===== src/rtl/simon_pkg.sv =====
// simon_pkg: shared constants and types for the Simon32/64 key schedule.
//   Z0         - 62-bit round-constant sequence, z0[0] is the MSB (bit 61)
//   C_CONST    - 16'hFFFC, i.e. ~3 folded into the schedule constant
//   NUM_ROUNDS - round keys per master key
//   state_e    - key-expander FSM states
package simon_pkg;
    localparam logic [61:0] Z0         = 62'b11111010001001010110000111001101111101000100101011000011100110;
    localparam logic [15:0] C_CONST    = 16'hFFFC;
    localparam int          NUM_ROUNDS = 32;
    typedef enum logic { IDLE, EMIT } state_e;
endpackage


===== src/rtl/simon32_64_key_step.sv =====
// simon32_64_key_step: one Simon key-schedule step (m=4), purely combinational.
//   k0_i, k1_i, k3_i - window words k[i], k[i+1], k[i+3]
//   z_i              - round-constant bit z0[i]
//   k4_o             - next key word k[i+4]
module simon32_64_key_step #(
    parameter int WORD = 16
) (
    input  logic [WORD-1:0] k0_i,
    input  logic [WORD-1:0] k1_i,
    input  logic [WORD-1:0] k3_i,
    input  logic            z_i,
    output logic [WORD-1:0] k4_o
);
    logic [WORD-1:0] t;
    assign t    = {k3_i[2:0], k3_i[WORD-1:3]} ^ k1_i;
    // ~k0 ^ 3 is the same as k0 ^ 16'hFFFC for the default width
    assign k4_o = ~k0_i ^ WORD'(3) ^ WORD'(z_i) ^ t ^ {t[0], t[WORD-1:1]};
endmodule


===== src/rtl/simon32_64_key_expand.sv =====
// simon32_64_key_expand: streams NUM_ROUNDS Simon32/64 round keys per master key.
//   clk, reset          - clock, synchronous active-high reset
//   key, key_valid      - master key input, accepted in IDLE (key_ready=1)
//   key_ready           - high while idle
//   rk, rk_index        - current round key and its index
//   rk_valid, rk_ready  - round-key handshake; rk_last flags the final key
module simon32_64_key_expand
    import simon_pkg::*;
#(
    parameter int NUM_ROUNDS = simon_pkg::NUM_ROUNDS,
    parameter int WORD       = 16
) (
    input  logic            clk,
    input  logic            reset,
    input  logic [4*WORD-1:0] key,
    input  logic            key_valid,
    output logic            key_ready,
    output logic [WORD-1:0] rk,
    output logic            rk_valid,
    input  logic            rk_ready,
    output logic [4:0]      rk_index,
    output logic            rk_last
);
    localparam logic [4:0] LAST = 5'(NUM_ROUNDS - 1);

    state_e            state_q;
    logic [4*WORD-1:0] win_q;
    logic [4:0]        idx_q;
    logic              key_ready_q, rk_valid_q, rk_last_q;
    logic [WORD-1:0]   k_next;
    logic [5:0]        z_sel;

    // z0[0] sits at bit 61 of Z0
    assign z_sel = 6'd61 - {1'b0, idx_q};

    simon32_64_key_step #(.WORD(WORD)) u_step (
        .k0_i (win_q[WORD-1:0]),
        .k1_i (win_q[2*WORD-1:WORD]),
        .k3_i (win_q[4*WORD-1:3*WORD]),
        .z_i  (Z0[z_sel]),
        .k4_o (k_next)
    );

    always_ff @(posedge clk) begin
        if (reset) begin
            state_q     <= IDLE;
            key_ready_q <= 1'b1;
            rk_valid_q  <= 1'b0;
            rk_last_q   <= 1'b0;
            idx_q       <= '0;
            win_q       <= '0;
        end else if (state_q == IDLE) begin
            if (key_valid) begin
                state_q     <= EMIT;
                key_ready_q <= 1'b0;
                rk_valid_q  <= 1'b1;
                rk_last_q   <= (LAST == 5'd0);
                idx_q       <= '0;
                win_q       <= key;
            end
        end else if (rk_ready) begin
            if (rk_last_q) begin
                state_q     <= IDLE;
                key_ready_q <= 1'b1;
                rk_valid_q  <= 1'b0;
                rk_last_q   <= 1'b0;
            end else begin
                win_q     <= {k_next, win_q[4*WORD-1:WORD]};
                idx_q     <= idx_q + 5'd1;
                rk_last_q <= (idx_q + 5'd1 == LAST);
            end
        end
    end

    assign key_ready = key_ready_q;
    assign rk_valid  = rk_valid_q;
    assign rk_last   = rk_last_q;
    assign rk_index  = idx_q;
    assign rk        = win_q[WORD-1:0];
endmodule


===== config.mk =====
export PLATFORM = sky130hd
export DESIGN_NAME = simon32_64_key_expand
export DESIGN_NICKNAME = d
export VERILOG_FILES = /design/src/rtl/simon_pkg.sv /design/src/rtl/simon32_64_key_step.sv /design/src/rtl/simon32_64_key_expand.sv
export SDC_FILE = /design/constraint.sdc
export NUM_CORES = 1
export LEC_CHECK = 0
export BUFFER_PORTS_ARGS = -buffer_cell sky130_fd_sc_hd__buf_2
export CELL_PAD_IN_SITES_DETAIL_PLACEMENT = 1
export CELL_PAD_IN_SITES_GLOBAL_PLACEMENT = 1
export CORE_MARGIN = 3
export CORE_UTILIZATION = 35
export CTS_CLUSTER_DIAMETER = 40
export DETAILED_ROUTE_END_ITERATION = 8
export GPL_TIMING_DRIVEN = 1
export HOLD_SLACK_MARGIN = 0.15
export PLACE_DENSITY = 0.68
export SLEW_MARGIN = 20
export SYNTH_ARGS = -nofsm -noshare
export SYNTH_HDL_FRONTEND = slang
export SYNTH_HIERARCHICAL = 1
export SYNTH_SLANG_ARGS = --single-unit

===== constraint.sdc =====
create_clock -name clk -period 2.5 [get_ports clk]
set_input_delay 0.125 -clock clk [delete_from_list [all_inputs] [get_ports clk]]
set_output_delay 0.125 -clock clk [all_outputs]
set_load 0.01 [all_outputs]

==> impl_metrics.yaml, run 1 <==
run_status:
  status: "complete, no violations"
clocking:
  cts_sinks: 73
  htree_levels: 3
  clk_pin_slew_ns: 0.06
  cts_setup_buffers: 0
  clk_latency_ns: 0.33
  cts-root-buf: "clkbuf_16"
  cts_tree: "yes"
  cts_buffers: 9
  cts_buffer_depth: 2
detailed_routing:
  vias_per_cell: 4.96
  routed_wl_um: 11300
  ant_nets: 0
  drtIter0Drc: 172
  post-route-drc-count: 0
  vias: 3251
  dr.pass1.iters: 4
  wl_per_cell_um: 17.2
synthesis:
  synth_area_per_cell_um2: 10.7
  ys_types: 38
  synth_area_leader_cell: "dfxtp_1"
  synth.net_count: 485
  syn-cell-area_um2: 4420
  synth_top_cell_area_share_pct: 33.1
  yosysSeqAreaShare_pct: 33.1
  synth_compound_area_share_pct: 19.7
  synth_fa_ha_area_share_pct: 1.70
  synthCells: 411
  synthXorXnorAreaFrac_pct: 12.7
  synth.area.top_cells: "dfxtp_1 (33%), a211oi_2 (16%), mux2i_1 (15%)"
  synth_top_family_by_area: "compound AO/OA/AOI/OAI gates"
  yosys_warnings: 6
  synth.area.mux_share_pct: 15.2
  synth_seq_cells: 73
  yosys.area_share.simple_pct: 9.52
floorplan:
  die_w_um: 118
  core_um2: 12200
  fp-row-count: 40
  ioPinCount: 92
  die_y_um: 118
  initial_core_util_pct: 36.3
  dieArea_um2: 14000
hold_path:
  min_path_type: "primary input to flip-flop"
sta:
  grt_setup_unrepaired: "no"
  worst_hold_slack_ns: 0.162
  hold_violations: 0
  min_period_ns: 2.31
  max_freq_mhz: 432
  setup_violations: 0
  max-slew-margin-rel_pct: 64.5
  min_period_over_period_pct: 92.6
  worst_slew_pin_slew_ns: 0.532
  fin_skew_ns: 0.00615
  drv_slew: 0
setup_path:
  crit_type: "flip-flop to flip-flop"
  cpPeakStageDelay_ns: 0.47
  start_kind: "flip-flop"
  required_ns: 2.69
  crit_chain: "buf_4 -> ha_1 -> mux4_2 -> o21ai_0 -> nand3_1 -> xnor2_2 -> xnor3_1 -> mux2i_1 -> a211oi_2"
  arrival_ns: 2.51
  cp_max_fo: 7
  r2r_setup_slack_ns: 0.19
  cp_slowest_cell: "mux4_2"
  critPathCaptureType: "flip-flop"
layout:
  final_util_pct: 43.3
  drive_gt1_share_pct: 37.2
  syn_to_final_growth_pct: 19.3
  layout.nets: 556
  design_area_um2: 5270
  layout_common_cells: "buf_2 (90), nor2_1 (74), dfxtp_1 (71), mux2i_1 (65), a211oi_2 (56)"
  final_common_cell: "buf_2"
placement:
  port_buffers: 91
  gp_congestion: 0.805
  dp_hpwl_um: 7980
  place_area_um2: 4840
pwr:
  clock_power_share_pct: 36.5
  p_int_mw: 2.59
  leakage_nw: 2.29
  seqPwrFrac_pct: 38.0
  power.total_mw: 3.64
  ir_drop_v: 0.000371
  p_sw_share_pct: 28.9
  combPwrFrac_pct: 25.4
  powerDensity_nw_per_um2: 691
  switching_power_mw: 1.05
grt:
  antenna_found_initial: 1
  grt_pass1_wl_um: 18100
  grt_max_degree: 87
  grt_pass1_vias: 3401
  overflow: 0
  grt.total_usage_pct: 16.3
flow_run:
  maxCapViolCount: 0
critical path: cells and delay by family (launching register included):
family                     cells  cell delay [ns]
xor gates and xnor gates       2             0.45
AOI/OAI and AO/OA              2             0.18
muxes                          2             0.65
DFF                            1             0.38
buffers and inverters          1             0.15
adders and majority gates      1             0.19
and+or+nand+nor                1             0.18
final timing paths:
path | start | end | cells past startpoint
worst max-delay path | rk_index[1] | win_q[48] | 9
worst min-delay path | key[14] | win_q[14] | 3
worst max register to register | rk_index[1] | win_q[48] | 9
worst min register to register | rk_valid | rk_valid | 2
cell families (layout without fill, tap and decap cells):
kind of cell	count (synthesis)	after routing
fa+ha+maj	6	6
compound gates	82	82
flops	73	73
simple gates	97	97
other cells	0	1
xor+xnor	36	36
buf+inv	51	127
mux	66	66
final cells by class:
type | instances | area, µm²
multi-input cells | 287 | 2630
clock buffers | 11 | 253
fillers | 1356 | 6890
repair buffers | 107 | 638
flip-flops and latches | 73 | 1470
diodes | 1 | 2.50
clock inverters | 5 | 53.8
well taps | 168 | 210
inverters | 4 | 15.0
sequential cells by signal (all words and copies together) (netlist names):
name / flops
win_q: 64
rk_index: 5
key_ready: 1
rk_last: 1
rk_valid: 1
state_q: 1
cells in the mapped netlist, drive strengths merged:
master	n
nor2	75
dfxtp	73
a211oi	65
mux2i	65
buf	39
xnor3	15
xor2	14
clkbuf	8
a21oi	7
ha	6
nand3	6
xnor2	6
inv	4
nand2	4
o21ai	4
and3	3
nand2b	2
nand3b	2
a221o	1
a22oi	1
a311oi	1
a31oi	1
and3b	1
mux4	1
nand4	1
nor2b	1
nor3	1
o211ai	1
o21bai	1
or3	1
xor3	1
power groups by stage:
stage	clock (mW)	combinational (mW)	sequential [mW]
2_1_floorplan	0	0.773	1.38
3_3_place_gp	0	0.890	1.41
3_5_place_dp	0	0.920	1.41
4_1_cts	1.37	0.939	1.39
5_1_grt	1.43	1.01	1.40
6_report	1.33	0.926	1.38
per-stage QoR:
stage / std cells / setup WS [ns] / TNS [ns]
2_1_floorplan: 411 / 0.164 / 0
3_3_place_gp: 630 / 0.121 / 0
3_5_place_dp: 630 / -0.0302 / -0.0302
4_1_cts: 655 / 0.000898 / 0
5_1_grt: 656 / 0.0587 / 0
6_report: 656 / 0.186 / 0
routing by layer:
layer / global-route usage (%) / share of wire [%] / wire length, µm / vias up
met5: 0 / 0 / 0 / -
met4: 6.45 / 1.5 / 167 / 0
met3: 2.34 / 2.2 / 248 / 10
met2: 27.3 / 50 / 5610 / 47
met1: 21.2 / 47 / 5270 / 1591
li1: - / - / - / 1603
what timing repair did:
item,CTS,global route
hold buffers,9,0
setup endpoints to repair,1,1
pin swaps,2,3
resized for setup,2,3
endpoints found under the hold margin,8,0
(Power assumes the default switching activity.)
==> run 2, diff against run 1 <==
--- a/config.mk
+++ b/config.mk
@@ -9,12 +9,13 @@
 export CELL_PAD_IN_SITES_DETAIL_PLACEMENT = 1
 export CELL_PAD_IN_SITES_GLOBAL_PLACEMENT = 1
 export CORE_MARGIN = 3
-export CORE_UTILIZATION = 35
+export CORE_UTILIZATION = 30
 export CTS_CLUSTER_DIAMETER = 40
 export DETAILED_ROUTE_END_ITERATION = 8
 export GPL_TIMING_DRIVEN = 1
 export HOLD_SLACK_MARGIN = 0.15
-export PLACE_DENSITY = 0.68
+export PLACE_DENSITY = 0.6
+export REMOVE_ABC_BUFFERS = 1
 export SLEW_MARGIN = 20
 export SYNTH_ARGS = -nofsm -noshare
 export SYNTH_HDL_FRONTEND = slang
==> impl_metrics.yaml, run 2 (synthesis results as in run 1) <==
setup_path:
  cp_max_fo: 6
  critPathCaptureType: "flip-flop"
  crit_type: "flip-flop to flip-flop"
  ff2ff_path_depth: 9
  rr_endpoint: "win_q[48]"
  required_ns: 2.69
  start_kind: "flip-flop"
  arrival_ns: 2.54
  rr_startpoint: "rk_index[1]"
  r2r_setup_slack_ns: 0.15
sta:
  min_period_ns: 2.35
  fin_ws_ns: 0.151
  grt_setup_unrepaired: "no"
  max-slew-margin-rel_pct: 57.3
  worst_slew_pin_slew_ns: 0.641
  hold_violations: 0
  max_freq_mhz: 426
  tns_ns: 0
  setup_violations: 0
  min_period_over_period_pct: 93.9
  drv_slew: 0
  worst_hold_slack_ns: 0.160
  fin_skew_ns: 0.00470
detailed_routing:
  drtIter0Drc: 115
  vias: 3196
  dr.pass1.iters: 4
  wl_per_cell_um: 15.8
  routed_wl_um: 10600
  post-route-drc-count: 0
  ant_nets: 0
  vias_per_cell: 4.75
grt:
  antenna_found_initial: 0
  overflow: 0
  grt.total_usage_pct: 13.5
  grt_pass1_wl_um: 17300
  grt_pass1_vias: 3319
  grt_max_degree: 70
hold_path:
  hold_path_end: "win_q[4]"
  worstHoldPathCells: 3
  min_from: "key[4]"
  min_path_type: "primary input to flip-flop"
flow_run:
  maxCapViolCount: 0
placement:
  port_buffers: 91
  gp_congestion: 0.718
  detailedPlace.worstSlack_ns: 0.0998
  dp_hpwl_um: 7490
  place_area_um2: 4880
floorplan:
  ioPinCount: 92
  initial_core_util_pct: 31.2
  die_w_um: 127
  dieArea_um2: 16200
  die_y_um: 127
  fp-row-count: 43
  core_um2: 14100
clocking:
  clk_latency_ns: 0.33
  cts_setup_buffers: 0
  htree_levels: 3
  cts_tree: "yes"
  clk_pin_slew_ns: 0.06
  cts_buffer_depth: 2
  cts_buffers: 9
  cts-root-buf: "clkbuf_16"
  cts_sinks: 73
pwr:
  power.total_mw: 3.64
  leakage_nw: 2.31
  ir_drop_v: 0.000342
  powerDensity_nw_per_um2: 681
layout:
  syn_to_final_growth_pct: 21.1
  final_common_cell: "buf_2"
  layout_common_cells: "buf_2 (90), nor2_1 (74), dfxtp_1 (71), mux2i_1 (65), a211oi_2 (56)"
  largest_register: "win_q"
  largest_reg_flops: 64
  design_area_um2: 5350
  insertedDiodeCount: 0
  drive_gt1_share_pct: 36.5
  layout.nets: 562
  fillCellCount: 1621
run_status:
  status: "complete, no violations"
-- run 2: layer usage --
metal	vias up	track usage (%)	part of all wire [%]
met4	0	3.41	1.1
met5	-	0	0
met3	10	4.47	5.3
met1	1516	17.9	47
met2	65	21.3	46
li1	1605	-	-
-- run 2: worst max-delay path by stage --
stage                     start         to
floorplan               state_q  win_q[10]
global placement    rk_index[1]  win_q[48]
detailed placement  rk_index[1]  win_q[48]
CTS                 rk_index[1]  win_q[48]
global route        rk_index[1]  win_q[48]
finish              rk_index[1]  win_q[48]
-- run 2: worst max-delay path, stage by stage (launching register included) --
cell	delay (ns)
dfxtp_2	0.36
buf_4	0.16
ha_1	0.19
mux4_2	0.47
o21ai_0	0.10
nand3_1	0.15
xnor2_2	0.16
xnor3_1	0.35
mux2i_1	0.17
a211oi_2	0.09
-- run 2: through the flow --
| stage | utilization, % | instances |
|---|---|---|
| 2_1_floorplan | - | 364 |
| 3_3_place_gp | 34.5 | 643 |
| 3_5_place_dp | 34.5 | 643 |
| 4_1_cts | 37.7 | 673 |
| 5_1_grt | 37.8 | 673 |
| 6_report | 37.8 | 673 |
-- run 2: final cells by class --
class	count	area, µm²	area share, %
inverter	4	15.0	0.281
timing repair buffer	113	708	13.2
multi-input combinational	287	2630	49.1
tap	180	225	4.21
clock inverter	2	35.0	0.655
sequential	73	1470	27.4
clock buffer	14	274	5.12
-- run 2: repair_timing --
action,in CTS,in global routing
hold buffers,14,0
endpoints found under the setup margin,0,1
endpoints found under the hold margin,13,0
resized for setup,0,3
-- run 2: power breakdown --
part / switching, mW / internal, mW
Sequential: 0.103 / 1.28
Combinational: 0.431 / 0.493
Clock: 0.482 / 0.854
Total: 1.02 / 2.63
